## src/rtl/spi_arbiter_pkg.sv

```systemverilog
// Shared definitions for the SPI arbiter: FSM state encoding and default sizing.
package spi_arbiter_pkg;

  typedef enum logic [2:0] {
    S_IDLE = 3'd0,
    S_LOAD = 3'd1,
    S_XFER = 3'd2,
    S_DONE = 3'd3,
    S_GAP  = 3'd4
  } state_e;

  localparam int DEF_DW  = 8;
  localparam int DEF_TMO = 255;

endpackage

```

## src/rtl/spi_arbiter_rr_pick.sv

```systemverilog
// Combinational round-robin picker: first set request at or after ptr, wrapping past NREQ-1.
module rr_pick #(
  parameter int NREQ = 4,
  parameter int PW   = $clog2(NREQ)
) (
  input  logic [NREQ-1:0] req_i,
  input  logic [PW-1:0]   ptr_i,
  output logic [NREQ-1:0] winOneHot_o,
  output logic [PW-1:0]   winIdx_o
);

  logic [NREQ-1:0] rot;
  int              sum;

  // Rotating the doubled request vector puts the request at ptr in bit 0,
  // so the lowest set bit of rot is the winner's distance from ptr.
  always_comb begin
    rot         = NREQ'({req_i, req_i} >> ptr_i);
    sum         = 0;
    winOneHot_o = '0;
    winIdx_o    = '0;
    for (int k = NREQ - 1; k >= 0; k--) begin
      if (rot[k]) sum = int'(ptr_i) + k;
    end
    if (sum >= NREQ) sum = sum - NREQ;
    if (|req_i) begin
      winIdx_o              = PW'(sum);
      winOneHot_o[winIdx_o] = 1'b1;
    end
  end

endmodule

```

## src/rtl/spi_arbiter.sv

```systemverilog
// Round-robin arbiter sharing one SPI master among NREQ requesters, with
// per-transfer timeout and a synchronised reset release.
module spi_arbiter
  import spi_arbiter_pkg::*;
#(
  parameter int NREQ = 4,
  parameter int DW   = DEF_DW,
  parameter int TMO  = DEF_TMO
) (
  input  logic                 clk,
  input  logic                 rst,
  input  logic [NREQ-1:0]      req,
  input  logic [NREQ*DW-1:0]   req_dat,
  output logic [NREQ-1:0]      gnt,
  output logic [NREQ-1:0]      done,
  output logic                 err,
  output logic [DW-1:0]        rsp_dat,
  output logic                 busy,
  output logic [DW-1:0]        spi_p_dat,
  output logic                 spi_tx_en,
  input  logic [DW-1:0]        spi_rcvd_dat,
  input  logic                 spi_tx_done
);

  localparam int PW = $clog2(NREQ);
  localparam int CW = $clog2(TMO + 1);

  logic [1:0]      rstSync_q;
  logic            rstInt;
  state_e          state_q, state_d;
  logic [PW-1:0]   ptr_q, ptr_d;
  logic [PW-1:0]   owner_q, owner_d;
  logic [DW-1:0]   dat_q, dat_d;
  logic [DW-1:0]   rsp_q, rsp_d;
  logic            err_q, err_d;
  logic [CW-1:0]   cnt_q, cnt_d;
  logic [NREQ-1:0] winOneHot;
  logic [PW-1:0]   winIdx;
  logic [NREQ-1:0] ownerOneHot;

  // Assertion is immediate; release reaches the FSM only after two clock edges.
  always_ff @(posedge clk or negedge rst) begin
    if (!rst) rstSync_q <= 2'b00;
    else      rstSync_q <= {rstSync_q[0], 1'b1};
  end
  assign rstInt = rstSync_q[1];

  rr_pick #(.NREQ(NREQ), .PW(PW)) u_pick (
    .req_i       (req),
    .ptr_i       (ptr_q),
    .winOneHot_o (winOneHot),
    .winIdx_o    (winIdx)
  );

  always_ff @(posedge clk or negedge rstInt) begin
    if (!rstInt) begin
      state_q <= S_IDLE;
      ptr_q   <= '0;
      owner_q <= '0;
      dat_q   <= '0;
      rsp_q   <= '0;
      err_q   <= 1'b0;
      cnt_q   <= '0;
    end else begin
      state_q <= state_d;
      ptr_q   <= ptr_d;
      owner_q <= owner_d;
      dat_q   <= dat_d;
      rsp_q   <= rsp_d;
      err_q   <= err_d;
      cnt_q   <= cnt_d;
    end
  end

  always_comb begin
    state_d = state_q;
    ptr_d   = ptr_q;
    owner_d = owner_q;
    dat_d   = dat_q;
    rsp_d   = rsp_q;
    err_d   = err_q;
    cnt_d   = cnt_q;
    unique case (state_q)
      S_IDLE: begin
        if (|req) begin
          owner_d = winIdx;
          dat_d   = req_dat[winIdx*DW +: DW];
          rsp_d   = '0;
          err_d   = 1'b0;
          state_d = S_LOAD;
        end
      end
      S_LOAD: begin
        cnt_d   = '0;
        state_d = S_XFER;
      end
      S_XFER: begin
        // Timeout is checked first so it wins over a simultaneous tx_done.
        if (cnt_q == CW'(TMO - 1)) begin
          rsp_d   = '0;
          err_d   = 1'b1;
          state_d = S_DONE;
        end else if (spi_tx_done) begin
          rsp_d   = spi_rcvd_dat;
          err_d   = 1'b0;
          state_d = S_DONE;
        end else begin
          cnt_d = cnt_q + CW'(1);
        end
      end
      S_DONE: begin
        ptr_d   = (owner_q == PW'(NREQ - 1)) ? '0 : owner_q + PW'(1);
        state_d = S_GAP;
      end
      S_GAP: begin
        if (!spi_tx_done) state_d = S_IDLE;
      end
      default: state_d = S_IDLE;
    endcase
  end

  always_comb begin
    ownerOneHot = '0;
    for (int i = 0; i < NREQ; i++) ownerOneHot[i] = (owner_q == PW'(i));
  end

  always_comb begin
    gnt       = '0;
    done      = '0;
    err       = 1'b0;
    rsp_dat   = '0;
    busy      = (state_q != S_IDLE);
    spi_p_dat = '0;
    spi_tx_en = 1'b0;
    case (state_q)
      S_IDLE: gnt = rstInt ? winOneHot : '0;
      S_LOAD, S_XFER: begin
        spi_p_dat = dat_q;
        spi_tx_en = 1'b1;
      end
      S_DONE: begin
        spi_p_dat = dat_q;
        done      = ownerOneHot;
        err       = err_q;
        rsp_dat   = rsp_q;
      end
      default: ;
    endcase
  end

endmodule

```

## config.mk

```make
export PLATFORM = sky130hd
export DESIGN_NAME = spi_arbiter
export DESIGN_NICKNAME = d
export VERILOG_FILES = /design/src/rtl/spi_arbiter_pkg.sv /design/src/rtl/spi_arbiter_rr_pick.sv /design/src/rtl/spi_arbiter.sv
export SDC_FILE = /design/constraint.sdc
export NUM_CORES = 1
export LEC_CHECK = 0
export ABC_AREA = 1
export BUFFER_PORTS_ARGS = -buffer_cell sky130_fd_sc_hd__buf_2
export CORE_ASPECT_RATIO = 2
export CORE_MARGIN = 8
export CORE_UTILIZATION = 30
export CTS_BUF_LIST = sky130_fd_sc_hd__clkbuf_4 sky130_fd_sc_hd__clkbuf_8
export DETAILED_ROUTE_END_ITERATION = 10
export SLEW_MARGIN = 0
export SYNTH_ARGS = -nofsm -noshare
export SYNTH_HDL_FRONTEND = slang
export SYNTH_SLANG_ARGS = --single-unit
```

## constraint.sdc

```tcl
create_clock -name clk -period 4.4 [get_ports clk]
set_input_delay 0.88 -clock clk [delete_from_list [all_inputs] [get_ports clk]]
set_output_delay 0.88 -clock clk [all_outputs]
set_load 0.05 [all_outputs]
```

Word level (Yosys, flattened, before mapping). Index checks and enable logic that the tools add are counted.

Register bits: 34. Input bits: 47. Output and inout bits: 27. Word-level logic and storage cells: 78.

Add/sub/neg operators: 6. Order comparisons: 3. Equal/unequal tests: 13. Shift-type cells: 2. Muxes and demuxes: 33. Reduce and logical (&&, ||, !) cells: 13.

Operator list (count): 2-to-1 mux 32 bit (4); 2-to-1 mux 8 bit (7); greater-or-equal comparator 32 x 4 -> 1 bit, second input constant (1); case mux 8 bit (2 select lines) (2); indexed part select 32 x 6 -> 8 bit (1); 2-to-1 mux 4 bit (4); case mux 3 bit (5 select lines) (1); 2-to-1 mux 3 bit (4); AND reduction 3 bit (3); adder 8 x 1 -> 8 bit, second input constant (1); == test 8 bit, second input constant (1); != test 2 bit, second input constant (4); right shift 8 x 2 -> 4 bit (1); adder 2 x 2 -> 3 bit, second input constant (2); == test 3 x 2 -> 1 bit, second input constant (2); 2-to-1 mux 1 bit (6); 2-to-1 mux 2 bit (3); == test 2 bit, second input constant (2); nonzero test 2 bit (2); OR reduction 4 bit (1); adder 2 x 1 -> 3 bit, second input constant (1); == test 3 x 1 -> 1 bit, second input constant (1); == test 3 bit, second input constant (1); logical NOT 3 bit (1); 14 further kinds (14).

Longest topological paths before layout.
Word-level depth: 14. Gate-level depth with buffers: 13. Mapped depth without buffers: 12.

Modules after synthesis. A second synthesis with hierarchy kept.

Cell total of the unflattened synthesis: 373. Area total of the unflattened synthesis: 2437.3 um^2.

Modules (own cells, without submodules): spi_arbiter (instances 1, cells an instance 317, area each 2157.1 um^2, seq. area each 850.8 um^2); rr_pick (instances 1, cells an instance 56, area each 280.3 um^2, seq. area each 0.0 um^2).

Worst setup path before layout. OpenSTA, ideal clock, no wires.

Kind: input to output. From: in req[1]. To: out gnt[0]. Arrival: 2.388 ns. Data required time: 3.520 ns. Slack: 1.132 ns. Stages: 11. Path through: inv_1 nand2_1 nand3_2 nand2_1 inv_2 nand3_4 nand2_8 inv_2 nor2_1 nand2_1 nor2_1.

Cells in the longest elaborated chain, start to end: 14.

RTL lines: start: declaration (RTL line spi_arbiter.sv:12) `input logic [NREQ-1:0] req,`; right shift 8 x 2 -> 4 bit (RTL line spi_arbiter_rr_pick.sv:18) `rot = NREQ'({req_i, req_i} >> ptr_i);`; 2-to-1 mux 32 bit (4 in a row) (RTL line spi_arbiter_rr_pick.sv:23) `if (rot[k]) sum = int'(ptr_i) + k;`; greater-or-equal comparator 32 x 4 -> 1 bit / subtractor 2 x 1 -> 2 bit (equally long branches) (RTL line spi_arbiter_rr_pick.sv:25) `if (sum >= NREQ) sum = sum - NREQ;`; 2-to-1 mux 2 bit (RTL line spi_arbiter_rr_pick.sv:25); less-than comparator 2 x 3 -> 1 bit (not written as such) / greater-or-equal comparator 2 x 1 -> 1 bit (equally long branches) (RTL line spi_arbiter_rr_pick.sv:28) `winOneHot_o[winIdx_o] = 1'b1;`; logical AND 1 bit (not written as such) (RTL line spi_arbiter_rr_pick.sv:28); 2-to-1 mux 1 bit (not written as such) (RTL line spi_arbiter_rr_pick.sv:28); demux 1 bit (select 2 bit); 2-to-1 mux 4 bit (*) (RTL line spi_arbiter_rr_pick.sv:26) `if (|req_i) begin`; 2-to-1 mux 4 bit (*) (RTL line spi_arbiter.sv:136) `S_IDLE: gnt = rstInt ? winOneHot : '0;`; 2-to-1 mux 4 bit (*) (RTL line spi_arbiter.sv:135) `case (state_q)`; end: declaration (RTL line spi_arbiter.sv:14) `output logic [NREQ-1:0] gnt,`.

Mark *: on every way between the ends. The rest lies on a longest branch, timed or not.

Worst setup path after layout.
From: in req[3]. To: out gnt[2].

The elaborated chain is that of the path after synthesis.

==> results.toml <==
[global_route]
grt_antenna_before_repair = 0
met1_usage_pct = 13.8
grt_pass1_wl_mm = 10.0
grt-busiest-layer = "met2"
use_met2_pct = 17.1
grt_pass1_vias = 2241
grt_usage_pct = 11.2
grt-ovfl-total = 0
gr-usage-met3_pct = 4.29
grt_max_degree = 30

[floorplanning]
fp-row-count = 45
coreArea_sq_mm = 0.00749
ioPinCount = 74
die_y_microns = 139
die_w_microns = 77.5
dieArea_sq_mm = 0.0108
initial_utilization_pct = 30.3

[sta]
post-route-min-period_ns = 3.59
relSlewSlack_pct = 38.4
setup_viol = 0
slew_violations = 0
worst_slack_ns = 0.808
fin_setup_tns_ns = 0
finalClockSkew_ns = 0.00604
hold_violations = 0
period_share_pct = 81.6
max_freq_mhz = 278
rsz0062_at_grt = "no"
worst_pin_slew_ns = 0.924

[routing]
vias = 2229
drtIter0Drc = 145
routed_wl_mm = 5.92
drt_first_pass_iters = 4
drc_errors = 0
final_antenna_net_count = 0
vias_per_cell = 4.58
wire_per_inst_microns = 12.2

[clock_network]
cts_resized = 0
cts_buffer_depth = 2
post_cts_buffers = 0
cts_made_buffers = 5
path_clk_slew_ns = 0.07
cts_tree = "built"
holdBufCountCts = 0
clockRootBuffer = "clkbuf_8"
htreeDepth = 2
clock_latency_ns = 0.29
cts_sinks = 34

[placement]
dp.cells = 479
pre_cts_slack_ns = 0.802
numPortBuffers = 73
gp_congestion = 0.798
place_area_sq_mm = 0.00270
dp.final_hpwl_mm = 4.56

[power]
seqPwrFrac_pct = 22.8
p_leak_nw = 1.49
power_mw = 2.17
switchingPower_mw = 1.24
p_comb_share_pct = 65.9
switching_share_pct = 57.1
p_int_mw = 0.930
pwr_density_cell_mw_per_mm2 = 776
vdd_ir_drop_max_mv = 0.391
p_clk_share_pct = 11.3

[synthesis]
synth_cell_types = 29
synthArstFlopShare_pct = 100
synth_edf_count = 0
synth_flop_cell = "dfrtp_1"
synthCells = 319
syn_avg_cell_area_sq_um = 7.11
yosys_register_bits = 34
syn-cell-area_sq_mm = 0.00227
ys_seq_area_share_pct = 37.5
yosysWarningCount = 0
mappedNetlistNets = 372

[layout]
synthToLayoutAreaGrowth_pct = 23.4
layout.cells.non_filler = 487
postLayoutCellArea_sq_mm = 0.00280
antenna_cells = 0
drive_above_1_share_pct = 28.5
nets = 445

[setup_path]
critPathLaunchType = "primary input"
path_cells = "buf_2, nor4_1, nor2_1, inv_1, nor2_1, nand2_1, nor2_1, buf_2"
cp_max_fo = 12
critPathSlowestCell = "nor2_1"
critPathTopFamily = "simple AND/OR/NAND/NOR gates"
critical_path.endpoint_type = "primary output"
cp_common_cell = "nor2_1"
r2r_slack_ns = 2.27
worstPathRequired_ns = 3.52
crit_arrival_ns = 2.71
cp_slowest_stage_delay_ns = 0.59
critical_path_buf_inv_count = 3
crit_type = "primary input to primary output"

[hold_path]
hp-class = "flop to async pin"

[run]
drv_cap = 0

[status]
status = "completed"
==> layout by cell type, fill, tap and decap left out <==
cell type	n
nand3_1	65
nor2_1	39
o21ai_0	19
clkinv_1	1
nand3_2	3
a21oi_1	4
clkbuf_8	6
nor3_1	2
xor2_1	4
clkinv_2	1
inv_1	44
nand2_8	1
nor4_1	1
buf_4	2
clkinvlp_4	1
buf_2	73
nor2_2	1
nand4_1	3
o21ai_1	1
nand3_4	1
nand2_2	14
dfrtp_1	34
inv_2	4
conb_1	1
nand2_1	56
nand2_4	3
inv_4	1
ha_1	6
nor2_4	1
o22ai_1	1
==> layer usage <==
metal	wire length (microns)	up-vias
met2	2650	71
li1	-	1155
met4	53	0
met5	0	-
met3	460	4
met1	2760	999
==> Yosys cell counts (3+ instances only) <==
cell type / count / share of area [%]
nand3_1: 65 / 14
nand2_1: 56 / 9.3
inv_1: 44 / 7.3
nor2_1: 39 / 6.5
dfrtp_1: 34 / 38
o21ai_0: 19 / 4.2
nand2_2: 14 / 3.9
ha_1: 6 / 3.3
a21oi_1: 4 / 0.88
buf_2: 4 / 0.88
inv_2: 4 / 0.66
xor2_1: 4 / 1.5
nand2_4: 3 / 1.5
nand3_2: 3 / 1.3
nand4_1: 3 / 0.83
==> registers in the layout (all words and copies together), names as in the netlist <==
register and cells:
ptr_q 2, dat_q 8, rsp_q 8, err_q 1, rstSync_q 2, cnt_q 8, state_q 3, owner_q 2
==> power by group through the flow <==
| stage | Sequential [mW] | Clock (mW) | Combinational [mW] |
|---|---|---|---|
| global placement | 0.500 | 0 | 1.45 |
| finish | 0.495 | 0.245 | 1.43 |
| CTS | 0.495 | 0.253 | 1.46 |
| global route | 0.508 | 0.264 | 1.60 |
| detailed placement | 0.499 | 0 | 1.45 |
| floorplan | 0.485 | 0 | 1.21 |
==> cell type report <==
cell class | instances | area [sq um]
Inverter | 50 | 190
Sequential cell | 34 | 851
Multi-Input combinational cell | 226 | 1160
Clock buffer | 6 | 82.6
Tap cell | 94 | 118
Timing Repair Buffer | 75 | 380
Fill cell | 825 | 4690
Clock inverter | 2 | 12.5
==> final timing paths <==
kind,startpoint,endpoint,depth (start not counted)
setup reg to reg,cnt_q[0],cnt_q[3],10
max in group asynchronous,rstSync_q[1],state_q[2],1
hold / removal,rstSync_q[1],dat_q[6],0
hold reg to reg,rstSync_q[1],dat_q[6],0
setup / recovery,req[3],gnt[2],8
min in group clk,rstSync_q[0],rstSync_q[1],0
==> cell families after synthesis <==
group	after synthesis	synth area share [%]
other	1	0.165
flip-flops	34	37.5
buffers and inverters	59	11.1
AND/OR/NAND/NOR	190	40.7
XOR/XNOR	4	1.55
AO/OA/AOI/OAI	25	5.57
adder cells (fa/ha/maj)	6	3.31
==> through the flow <==
| stage | util [%] | hold slack (ns) |
|---|---|---|
| 2_1_floorplan | - | 0.331 |
| 3_3_place_gp | 36.1 | 0.0920 |
| 3_5_place_dp | 36.1 | 0.0942 |
| 4_1_cts | 37.4 | 0.107 |
| 5_1_grt | 37.4 | 0.114 |
| 6_report | 37.4 | 0.100 |
Power figures use the tool's default switching activity.
